$ cat config.mk
export PLATFORM = sky130hd
export DESIGN_NAME = spi_cmd_decoder
export DESIGN_NICKNAME = d
export VERILOG_FILES = /design/src/rtl/spi_cmd_decoder.sv
export SDC_FILE = /design/constraint.sdc
export NUM_CORES = 1
export LEC_CHECK = 0
export CORE_MARGIN = 1
export CORE_UTILIZATION = 57
export CTS_CLUSTER_SIZE = 8
export DETAILED_ROUTE_END_ITERATION = 10
export PLACE_DENSITY = 0.86
export SKIP_CTS_REPAIR_TIMING = 1
export SLEW_MARGIN = 40
export SYNTH_ARGS = -nofsm -noshare
export SYNTH_HDL_FRONTEND = slang
export SYNTH_SLANG_ARGS = --single-unit
$ cat constraint.sdc
create_clock -name clk -period 6.4 [get_ports clk]
set_input_delay 0.64 -clock clk [delete_from_list [all_inputs] [get_ports clk]]
set_output_delay 0.64 -clock clk [all_outputs]
set_load 0.05 [all_outputs]
$ cat src/rtl/spi_cmd_decoder.sv
// spi_cmd_decoder: byte-level command decoder behind an SPI slave.
// Frames are cmd + data bytes; keeps an auto-incrementing register file.
//
// Ports:
//   clk, rst_n         clock, synchronous active-low reset
//   cs_n               synchronised chip select (low = frame active)
//   rx_byte, rx_valid  received byte and its one-cycle strobe
//   tx_byte            next byte for the slave shift register
//   regs_flat          register file, reg k at [8k+7:8k]
//   wr_strobe, wr_addr one-cycle write pulse and its address
//   frame_done         pulse when a non-empty frame ends
//   cmd_err            pulse on an invalid command byte
module spi_cmd_decoder #(
    parameter int          NREGS    = 16,
    parameter logic [7:0]  ID_VALUE = 8'hA5,
    parameter logic [7:0]  ERR_BYTE = 8'hEE
) (
    input  logic                      clk,
    input  logic                      rst_n,
    input  logic                      cs_n,
    input  logic [7:0]                rx_byte,
    input  logic                      rx_valid,
    output logic [7:0]                tx_byte,
    output logic [8*NREGS-1:0]        regs_flat,
    output logic                      wr_strobe,
    output logic [$clog2(NREGS)-1:0]  wr_addr,
    output logic                      frame_done,
    output logic                      cmd_err
);

    localparam int AW = $clog2(NREGS);

    typedef enum logic [2:0] {
        IDLE,
        CMD,
        WRITE,
        READ,
        DISCARD
    } state_t;

    state_t        state;
    logic [AW-1:0] ptr;
    logic [7:0]    regs [NREGS];
    logic          got_byte;
    // Set once cs_n has been seen high since reset; a frame
    // that straddles reset is never decoded.
    logic          armed;

    logic [AW-1:0] ptr_nxt;
    logic [AW-1:0] cmd_addr;
    logic          cmd_ok;

    assign ptr_nxt  = ptr + AW'(1);
    assign cmd_addr = rx_byte[AW-1:0];
    assign cmd_ok   = ({1'b0, rx_byte[6:0]} < 8'(NREGS));

    // regs[0] holds ID_VALUE from reset and is never written.
    always_comb begin
        regs_flat = '0;
        for (int k = 0; k < NREGS; k++) begin
            regs_flat[8*k +: 8] = regs[k];
        end
    end

    always_ff @(posedge clk) begin
        if (!rst_n) begin
            state      <= IDLE;
            ptr        <= '0;
            tx_byte    <= 8'h00;
            wr_strobe  <= 1'b0;
            wr_addr    <= '0;
            frame_done <= 1'b0;
            cmd_err    <= 1'b0;
            got_byte   <= 1'b0;
            armed      <= 1'b0;
            regs[0]    <= ID_VALUE;
            for (int k = 1; k < NREGS; k++) begin
                regs[k] <= 8'h00;
            end
        end else begin
            wr_strobe  <= 1'b0;
            frame_done <= 1'b0;
            cmd_err    <= 1'b0;
            if (cs_n) begin
                // cs_n wins over a coincident rx_valid
                armed      <= 1'b1;
                state      <= IDLE;
                tx_byte    <= 8'h00;
                got_byte   <= 1'b0;
                frame_done <= (state != IDLE) && got_byte;
            end else begin
                if (rx_valid && state != IDLE) begin
                    got_byte <= 1'b1;
                end
                unique case (state)
                    IDLE: begin
                        if (armed) begin
                            state <= CMD;
                        end
                    end
                    CMD: begin
                        if (rx_valid) begin
                            if (!cmd_ok) begin
                                state   <= DISCARD;
                                cmd_err <= 1'b1;
                                tx_byte <= ERR_BYTE;
                            end else if (rx_byte[7]) begin
                                state   <= READ;
                                ptr     <= cmd_addr;
                                tx_byte <= regs[cmd_addr];
                            end else begin
                                state <= WRITE;
                                ptr   <= cmd_addr;
                            end
                        end
                    end
                    WRITE: begin
                        if (rx_valid) begin
                            if (ptr != '0) begin
                                regs[ptr] <= rx_byte;
                            end
                            wr_strobe <= 1'b1;
                            wr_addr   <= ptr;
                            ptr       <= ptr_nxt;
                        end
                    end
                    READ: begin
                        if (rx_valid) begin
                            ptr     <= ptr_nxt;
                            tx_byte <= regs[ptr_nxt];
                        end
                    end
                    DISCARD: begin
                        tx_byte <= ERR_BYTE;
                    end
                    default: begin
                        state <= IDLE;
                    end
                endcase
            end
        end
    end

endmodule

==> flow_metrics.tcl <==
set metrics [dict create \
    status "complete, no violations" \
    r2r-start "ptr[0]" \
    clockRootBuffer "clkbuf_16" \
    fin_setup_tns_ps 0 \
    dp_slack_ps 2280 \
    cts_inserted_buffers 17 \
    rows 43 \
    drc_errors 0 \
    max_cap_viol_count 0 \
    skew_ps 9.52 \
    rsz0062_at_grt "false" \
    end_kind "flop" \
    synth-main-ff-cell "edfxtp_1" \
    max_slew_margin 0.429 \
    die-height_um 122 \
    combPwrFrac 0.125 \
    switching_share 0.261 \
    worstRegToRegCells 6 \
    syn_avg_cell_area_sq_um 12.7 \
    synth_seq_area_share 0.526 \
    firstDrtPassIters 5 \
    postLayoutCoreUtil 0.747 \
    timing.rr.end "tx_byte[3]" \
    ys_warn_count 0 \
    dp.final_hpwl_um 17300 \
    synth.area.top_cells "edfxtp_1, mux2i_1, and2_1, mux4_1, dfxtp_1" \
    routed_wl_um 25100 \
    timing.fmax_ghz 0.267 \
    synth_edf_count 128 \
    intPower_w 0.00187 \
    dieArea_sq_um 14900 \
    path_clk_slew_ps 60 \
    async_flop_share 0 \
    clock_path_buffers 2 \
    synth_top_cells_by_count "edfxtp_1, and2_1, mux2i_1" \
    wire_per_inst_um 25.6 \
    grt_overflow 0 \
    grt_max_degree 72 \
    die_x_um 122 \
    fin_area_sq_um 10500 \
    drv_slew 0 \
    synth_top_cell_area_share 0.467 \
    hold_class "reg2reg" \
    netlist_area_sq_um 8230 \
    cpLargestDelayFamily "buffers and inverters" \
    switching_power_w 0.000663 \
    layout.cells.non_filler 979 \
    period_share 0.584 \
    htree_num_levels 4 \
    synth.most_common_cell "edfxtp_1" \
    cts_tree "done" \
    path_max_fanout 19 \
    placed_area_sq_um 9820 \
    netlist_instances 647 \
    cp.required_ps 6460 \
    ir_worst_vdd_mv 0.233 \
    antenna_found_initial 0 \
    finalSetupViolCount 0 \
    grt_pass1_vias 6273 \
    regArea_sq_um 4320 \
    io_pins 155 \
    worstSetupPathType "in2reg" \
    clkPwrFrac 0.425 \
    powerDensity_nw_per_um2 243 \
    critical-path-max-stage-delay_ps 950 \
    yosys.area.top_type "edfxtp_1" \
    layout-drive-gt1-share 0.0901 \
    dp_cells 947 \
    critPathBufInv 2 \
    leakage_nw 3.81 \
    final_nets 802 \
    hold_path_startpoint "got_byte" \
    worstPathArrival_ps 3790 \
    start_kind "input pin" \
    numPortBuffers 154 \
    tightest_slew_ps 853 \
    ant_nets 0 \
    pwr-share-seq 0.451 \
    path_depth 5 \
    min_period_ps 3740 \
    holdPathStages 2 \
    hold_viol 0 \
    path_cells "clkdlybuf4s50_1 > inv_1 > nor4b_4 > nand2_1 > o21ai_1" \
    start_util 0.588 \
    drtIter0Drc 797 \
    clk_latency_ps 420 \
    fill_cells 862 \
    vias_per_cell 6.69 \
    gpl.final_weighted_congestion 0.954 \
    grt_usage 0.348 \
    core_area_sq_um 14000 \
    whs_endpoint "got_byte" \
    ys_types 51 \
    antenna_cells 0 \
    setup_slack_ps 2660 \
    reg2reg_slack_ps 3560 \
    syn2layout_area_growth_pct 27.1 \
    num_vias 6551 \
    multi_input_area_sq_um 3650 \
    grt_pass1_wl_um 37100 \
    clock-sinks 152 \
    cp_slowest_cell "clkdlybuf4s50_1" \
    ys_ff_latch 152 \
]
## per-stage QoR
stage | power (W) | hold WS, ps
2_1_floorplan | 0.00135 | 429
3_3_place_gp | 0.00147 | 450
3_5_place_dp | 0.00147 | 464
4_1_cts | 0.00253 | 478
5_1_grt | 0.00259 | 513
6_report | 0.00254 | 470
## power groups by stage
stage | logic (W) | clock network [W] | registers, W
after floorplan | 0.0000970 | 0 | 0.00126
after global placement | 0.000305 | 0 | 0.00116
after detailed placement | 0.000311 | 0 | 0.00116
after CTS | 0.000313 | 0.00107 | 0.00114
after global routing | 0.000326 | 0.00111 | 0.00115
final | 0.000316 | 0.00108 | 0.00114
## flip-flops by register name, summed over array words and instances, names as in the netlist
register / cells
regs: 128
tx_byte: 8
ptr: 4
wr_addr: 4
state: 3
armed: 1
cmd_err: 1
frame_done: 1
got_byte: 1
wr_strobe: 1
## worst max-delay path by stage
stage	end	slack, ps	start
2_1_floorplan	regs[1][0]	3800	ptr[0]
3_3_place_gp	regs[1][5]	2180	rst_n
3_5_place_dp	regs[1][5]	2280	rst_n
4_1_cts	regs[1][5]	2690	rst_n
5_1_grt	regs[1][5]	2490	rst_n
6_report	regs[1][5]	2660	rst_n
## worst reg2reg max path: stages, from the launching register on
cell and delay (ps):
dfxtp_1 350, buf_4 480, ha_1 400, xor2_4 580, mux2i_1 450, a32oi_1 150
a32o_1 320
## layout make-up
| cell class | count | area share |
|---|---|---|
| clock inverter | 13 | 0.0187 |
| timing repair buffer | 162 | 0.153 |
| clock buffer | 19 | 0.0424 |
| tap | 180 | 0.0215 |
| inverter | 5 | 0.00180 |
| sequential | 152 | 0.414 |
| multi-input combinational | 448 | 0.349 |
## metal layers
layer  track usage  wire (um)
met1         0.481       9410
met2         0.538      11700
met3        0.0833       3320
met4         0.123        705
met5             0          0
## cells by family (layout without fill, tap and decap cells)
| logic type | after synthesis | count (layout) | synth area share |
|---|---|---|---|
| adders and majority gates | 4 | 4 | 0.00608 |
| other | 2 | 8 | 0.000913 |
| xor gates and xnor gates | 3 | 3 | 0.00548 |
| DFF | 152 | 152 | 0.526 |
| buffers and inverters | 53 | 199 | 0.0365 |
| and+or+nand+nor | 237 | 237 | 0.164 |
| AOI/OAI and AO/OA | 92 | 92 | 0.0770 |
| muxes | 104 | 104 | 0.184 |
## cells in the final DEF (no fill, tap or decap), drive strengths merged, types with 5 or more instances in the layout
| master | count |
|---|---|
| mux2i | 72 |
| mux4 | 32 |
| a21oi | 19 |
| inv | 7 |
| clkbuf | 19 |
| conb | 8 |
| edfxtp | 128 |
| nor3 | 19 |
| o21ai | 18 |
| and2 | 107 |
| a22oi | 30 |
| clkdlybuf4s50 | 153 |
| nor2b | 5 |
| buf | 9 |
| nor2 | 39 |
| dfxtp | 24 |
| a32oi | 5 |
| nand3 | 9 |
| a32o | 6 |
| nand2 | 39 |
(Power assumes the default switching activity.)
